[config.mk]
export PLATFORM = sky130hd
export DESIGN_NAME = apb_pool_ctrl_master
export DESIGN_NICKNAME = d
export VERILOG_FILES = /design/src/rtl/apb_pool_ctrl_master.sv
export SDC_FILE = /design/constraint.sdc
export NUM_CORES = 1
export LEC_CHECK = 0
export ABC_AREA = 1
export CAP_MARGIN = 10
export CORE_ASPECT_RATIO = 0.75
export CORE_UTILIZATION = 42
export CTS_CLUSTER_SIZE = 40
export DETAILED_ROUTE_END_ITERATION = 6
export GPL_TIMING_DRIVEN = 0
export PLACE_DENSITY = 0.78
export SYNTH_ARGS = -nofsm -noshare
export SYNTH_HDL_FRONTEND = slang
export SYNTH_SLANG_ARGS = --single-unit
[constraint.sdc]
create_clock -name PCLK -period 1.65 [get_ports PCLK]
set_input_delay 0.165 -clock PCLK [delete_from_list [all_inputs] [get_ports PCLK]]
set_output_delay 0.165 -clock PCLK [all_outputs]
set_load 0.02 [all_outputs]
[src/rtl/apb_pool_ctrl_master.sv]
// apb_pool_ctrl_master
// APB initiator that programs the pool block's register slave on a go pulse:
// write flen, write in_channel, set start, poll done, clear start, read
// clk_counter. Every transfer is a fixed SETUP + ACCESS pair because the slave
// has no PREADY.
//
// Ports:
//   PCLK, PRESETB          clock, asynchronous active-low reset
//   go                     start request, sampled only in IDLE
//   cfg_flen/cfg_in_channel configuration captured when go is accepted
//   busy, done             sequence in progress / one-cycle completion pulse
//   timeout_err            done-poll timeout flag
//   cycles                 clk_counter value read at the end of the sequence
//   PADDR..PWDATA, PRDATA  APB initiator interface
//
// Optional feature macro: APB_POOL_CTRL_POLL_TIMEOUT_EN
//   defined   : give up after POLL_MAX zero polls, set timeout_err, clear
//               start and finish without reading clk_counter
//   undefined : poll forever, timeout_err tied to 0
//
// state  | meaning
// IDLE   | bus idle, waiting for go
// SETUP  | APB setup phase of the current step
// ACCESS | APB access phase; read data sampled at its closing edge
// GAP    | bus idle between done polls, POLL_GAP cycles
module apb_pool_ctrl_master #(
  parameter logic [31:0] BASE_ADDR = 32'h0000_0000,
  parameter int          POLL_GAP  = 4,
  parameter int          POLL_MAX  = 1024
) (
  input  logic        PCLK,
  input  logic        PRESETB,
  input  logic        go,
  input  logic [5:0]  cfg_flen,
  input  logic [8:0]  cfg_in_channel,
  output logic        busy,
  output logic        done,
  output logic        timeout_err,
  output logic [31:0] cycles,
  output logic [31:0] PADDR,
  output logic        PSEL,
  output logic        PENABLE,
  output logic        PWRITE,
  output logic [31:0] PWDATA,
  input  logic [31:0] PRDATA
);

  typedef enum logic [1:0] {ST_IDLE, ST_SETUP, ST_ACCESS, ST_GAP} state_t;

  localparam logic [7:0] GAP_LOAD = 8'(POLL_GAP);

  state_t      state_q, state_d;
  logic [2:0]  step_q, step_d;
  logic [7:0]  gap_q, gap_d;
  logic [5:0]  flen_q, flen_d;
  logic [8:0]  inch_q, inch_d;
  logic [31:0] cycles_q, cycles_d;
  logic        done_q, done_d;

`ifdef APB_POOL_CTRL_POLL_TIMEOUT_EN
  localparam logic [15:0] POLL_MAX_W = 16'(POLL_MAX);
  logic [15:0] poll_q, poll_d, poll_inc;
  logic        to_q, to_d;
`endif

  // State register
  always_ff @(posedge PCLK or negedge PRESETB) begin
    if (!PRESETB) begin
      state_q  <= ST_IDLE;
      step_q   <= '0;
      gap_q    <= '0;
      flen_q   <= '0;
      inch_q   <= '0;
      cycles_q <= '0;
      done_q   <= 1'b0;
`ifdef APB_POOL_CTRL_POLL_TIMEOUT_EN
      poll_q   <= '0;
      to_q     <= 1'b0;
`endif
    end else begin
      state_q  <= state_d;
      step_q   <= step_d;
      gap_q    <= gap_d;
      flen_q   <= flen_d;
      inch_q   <= inch_d;
      cycles_q <= cycles_d;
      done_q   <= done_d;
`ifdef APB_POOL_CTRL_POLL_TIMEOUT_EN
      poll_q   <= poll_d;
      to_q     <= to_d;
`endif
    end
  end

  // Next-state logic
  always_comb begin
    state_d  = state_q;
    step_d   = step_q;
    gap_d    = gap_q;
    flen_d   = flen_q;
    inch_d   = inch_q;
    cycles_d = cycles_q;
    done_d   = 1'b0;
`ifdef APB_POOL_CTRL_POLL_TIMEOUT_EN
    poll_d   = poll_q;
    to_d     = to_q;
    poll_inc = (poll_q == 16'hFFFF) ? poll_q : poll_q + 16'd1;
`endif
    case (state_q)
      ST_IDLE: begin
        if (go) begin
          state_d  = ST_SETUP;
          step_d   = 3'd0;
          flen_d   = cfg_flen;
          inch_d   = cfg_in_channel;
          cycles_d = '0;
`ifdef APB_POOL_CTRL_POLL_TIMEOUT_EN
          poll_d   = '0;
          to_d     = 1'b0;
`endif
        end
      end
      ST_SETUP: state_d = ST_ACCESS;
      ST_ACCESS: begin
        state_d = ST_SETUP;
        step_d  = step_q + 3'd1;
        case (step_q)
          3'd3: begin
            // Only bit 0 of the done register is meaningful.
            if (!PRDATA[0]) begin
              step_d = step_q;
`ifdef APB_POOL_CTRL_POLL_TIMEOUT_EN
              poll_d = poll_inc;
              if (poll_inc >= POLL_MAX_W) begin
                to_d   = 1'b1;
                step_d = 3'd4;
              end else if (GAP_LOAD != 8'd0) begin
                state_d = ST_GAP;
                gap_d   = GAP_LOAD;
              end
`else
              if (GAP_LOAD != 8'd0) begin
                state_d = ST_GAP;
                gap_d   = GAP_LOAD;
              end
`endif
            end
          end
`ifdef APB_POOL_CTRL_POLL_TIMEOUT_EN
          3'd4: begin
            // After a timeout the clk_counter read is skipped.
            if (to_q) begin
              state_d = ST_IDLE;
              step_d  = 3'd0;
              done_d  = 1'b1;
            end
          end
`endif
          3'd5: begin
            state_d  = ST_IDLE;
            step_d   = 3'd0;
            done_d   = 1'b1;
            cycles_d = PRDATA;
          end
          default: ;
        endcase
      end
      ST_GAP: begin
        if (gap_q == 8'd1) state_d = ST_SETUP;
        else gap_d = gap_q - 8'd1;
      end
      default: state_d = ST_IDLE;
    endcase
  end

  // Outputs: bus signals decode straight from state/step so reset clears them at once.
  logic        sel, rd;
  logic [31:0] offset, wdata;

  always_comb begin
    sel = (state_q == ST_SETUP) || (state_q == ST_ACCESS);
    rd  = (step_q == 3'd3) || (step_q == 3'd5);
    offset = 32'h0;
    wdata  = 32'h0;
    case (step_q)
      3'd0: begin offset = 32'h04; wdata = {26'h0, flen_q}; end
      3'd1: begin offset = 32'h0C; wdata = {23'h0, inch_q}; end
      3'd2: begin offset = 32'h00; wdata = 32'h1; end
      3'd3: offset = 32'h08;
      3'd4: offset = 32'h00;
      3'd5: offset = 32'h10;
      default: ;
    endcase
    PSEL    = sel;
    PENABLE = (state_q == ST_ACCESS);
    PWRITE  = sel && !rd;
    PADDR   = sel ? BASE_ADDR + offset : 32'h0;
    PWDATA  = (sel && !rd) ? wdata : 32'h0;
    busy    = (state_q != ST_IDLE);
    done    = done_q;
    cycles  = cycles_q;
`ifdef APB_POOL_CTRL_POLL_TIMEOUT_EN
    timeout_err = to_q;
`else
    timeout_err = 1'b0;
`endif
  end

endmodule

==> run metrics <==
First-pass DRT Iterations=4; total gr overflow=0; DRC=0; non-filler cells, final=676; maximum VDD drop=1620 uV; TritonCTS Buffers=9; share of the clock period used by the worst path=107%; top cell type by total area after synthesis=dfrtp_1; #FFs+latches synth=61; Worst EP arrival=roughly 1600 ps; top cells by area, synth=dfrtp_1, nand2_1, buf_4, o21ai_0, mux2_2; TritonCTS Sinks=61; CP bufs+invs=3; I/O pin count=about 150; Die X=104 um; CTS root buffer=clkbuf_8; Setup Viol. Count Final=10; htree depth=3; syn_area_per_cell=8.51 um2; Rel. slew slack=a little over half; Clk pin slew, worst setup/hold paths=70 ps; Synth Cell Area=approximately 3300 um2; clk_skew=7.87 ps; Post-Synthesis Cells=387; Static Leak=0.00247 uW; Final WS setup=-118 ps; Initial Utilization=44.1%; CP Class=reg2out; worst slack, placed=-424 ps; status=complete, but fails checks; crit path cell chain=nand2_2 -> inv_2 -> o21ai_4 -> nand2_4 -> buf_12 -> a21oi_4 -> buf_6; crit-path max FO=6; synth warn=0; crit end category=primary output; reg-to-reg startpoint=state_q[1]; Worst-Skew Late Latency=roughly 340 ps; routed length per instance=between 10 and 15 um; Slew Viols, Final=0; DP Area=between 4000 and 5000 um2; RSZ-0062 raised after global routing=true; vias in the first global route=2,911; drt total wl=8590 um; maximum buffer depth of the clock tree=2; CTS tree=yes; core area=7470 um2; reg-to-reg endpoint=gap_q[0]; DP HPWL=5820 um; DRT iter0 DRCs=105; family with the most delay on the worst path=flip-flops; Hold Path Depth=3; Tightest Pin Transition=692 ps; vias=around 3,000; DR vias/cell=4.43; Final #Nets=627; post-synth top area share=46.3%; slowest CP cell=dfrtp_2; synth unique cells=28; r2r setup slk=~30 ps; Worst Setup Start Kind=flip-flop; Hold EP=cycles[15]; # rows=27; Tightest Hold Check Type=in2reg; Hold Fails Final Rpt=0; # diodes=0; gpl congestion=about 0.83; placed insts=roughly 640; gr usage total=between 20% and 30%; fmax=around 570 MHz; die area=8210 um2; Die Span Y=about 79 um; initial antenna violation count=0; final antenna-violating net count=0; violated checks=setup timing; largest net degree at the start of global routing=34; global-route wire length before repair=between 10,000 and 15,000 um; port bufs=between 90 and 100; CP peak stage delay=450 ps; max-cap violations=0; Seq/Total Area, Yosys=46.3%; share of layout cells above drive strength 1=32.3%; design area=5250 um2; Area Overhead vs Synth=59.2%; reg2reg path depth=8; hold path startpoint=PRDATA[15]; Critical Path RT=1480 ps; pwr dens=roughly 1700 nW/um2; fin crit period=1770 ps; Final Util=70.3%
-- worst max-delay path by stage --
stage / startpoint / endpoint / slack (ps) / cells after the start
6_report: step_q[0] / PWDATA[3] / -120 / 7
5_1_grt: step_q[1] / PWDATA[3] / -190 / 7
4_1_cts: step_q[0] / PWDATA[5] / -100 / 7
3_5_place_dp: step_q[0] / PWDATA[1] / -420 / 6
3_3_place_gp: PRESETB / cycles[7] / -1580 / 1
2_1_floorplan: state_q[0] / gap_q[0] / 90 / 10
-- where the power goes --
group / switching, uW / total (uW) / leakage (uW) / internal [uW]
Clock: 619 / 1320 / 0.0000918 / 701
Combinational: 2900 / 5250 / 0.00158 / 2360
Sequential: 406 / 2450 / 0.000804 / 2050
Total: 3920 / 9030 / 0.00247 / 5110
-- cells in the final DEF, fill, tap and decap left out, drive strengths merged, types with 3 or more instances in the layout --
master,synthesis,routed
a21oi,7,7
buf,61,96
clkbuf,5,15
clkdlybuf4s50,0,81
clkinvlp,0,3
conb,1,53
dfrtp,61,61
ha,7,7
inv,24,25
mux2,15,15
nand2,119,119
nand3,8,8
nor2,24,24
o21ai,47,47
-- flip-flops by register name, indices dropped and copies added, names as in the netlist --
| register | count |
|---|---|
| gap_q | 8 |
| cycles | 32 |
| step_q | 3 |
| flen_q | 6 |
| state_q | 2 |
| done | 1 |
| inch_q | 9 |
-- tightest hold or removal path: stages --
cell,delay [ps]
clkdlybuf4s50_1,390
nand2_1,60
o21ai_1,60
-- synth_stat cells, drive strengths merged --
cell and instances:
a211oi 1, a21oi 7, buf 61, clkbuf 5, conb 1, dfrtp 61, ha 7, inv 24
mux2 15, nand2 119, nand3 8, nand4 1, nor2 24, nor3 1, o211ai 1, o21ai 47
o22ai 1, o31ai 1, xor2 2
-- cell type report --
class / count / area, um2
Clock buffer: 9 / 124
Buffer: 66 / 494
Sequential cell: 61 / 1530
Multi-Input combinational cell: 288 / 1610
Timing Repair Buffer: 120 / 1190
Fill cell: 544 / 2220
Inverter: 24 / 95.1
Tap cell: 101 / 126
Clock inverter: 7 / 75.1
-- stage by stage --
stage               power [uW]  setup TNS, ps  hold WS (ps)
finish                    9030           -790           384
global route              9590          -1970           386
CTS                       8470           -659           384
detailed placement        6620          -5330           242
global placement          6490        -100340           466
floorplan                 4980              0          -131
-- kinds of logic after synthesis --
family          after synthesis  synth area share, %
xor+xnor                      2                0.532
simple gates                153                 18.8
other cells                   1                0.114
fa+ha+maj                     7                 2.66
flops                        61                 46.3
compound gates               58                 9.53
mux                          15                 5.13
buf+inv                      90                 16.9
-- per-layer routing --
metal	vias up	wire, um	global-route usage, %
met1	1388	3520	23.3
met5	-	0	0
met3	13	560	6.57
met2	105	4420	37.0
met4	0	96	5.86
li1	1492	-	-
-- repair_timing --
item | in CTS | in global routing
setup buffers | 15 | 4
pin swaps | 6 | 14
cloned | 0 | 1
hold buffers | 1 | 0
endpoints found under the setup margin | 52 | 57
endpoints found under the hold margin | 28 | 0
resized for setup | 112 | 60
Power figures use the tool's default switching activity.
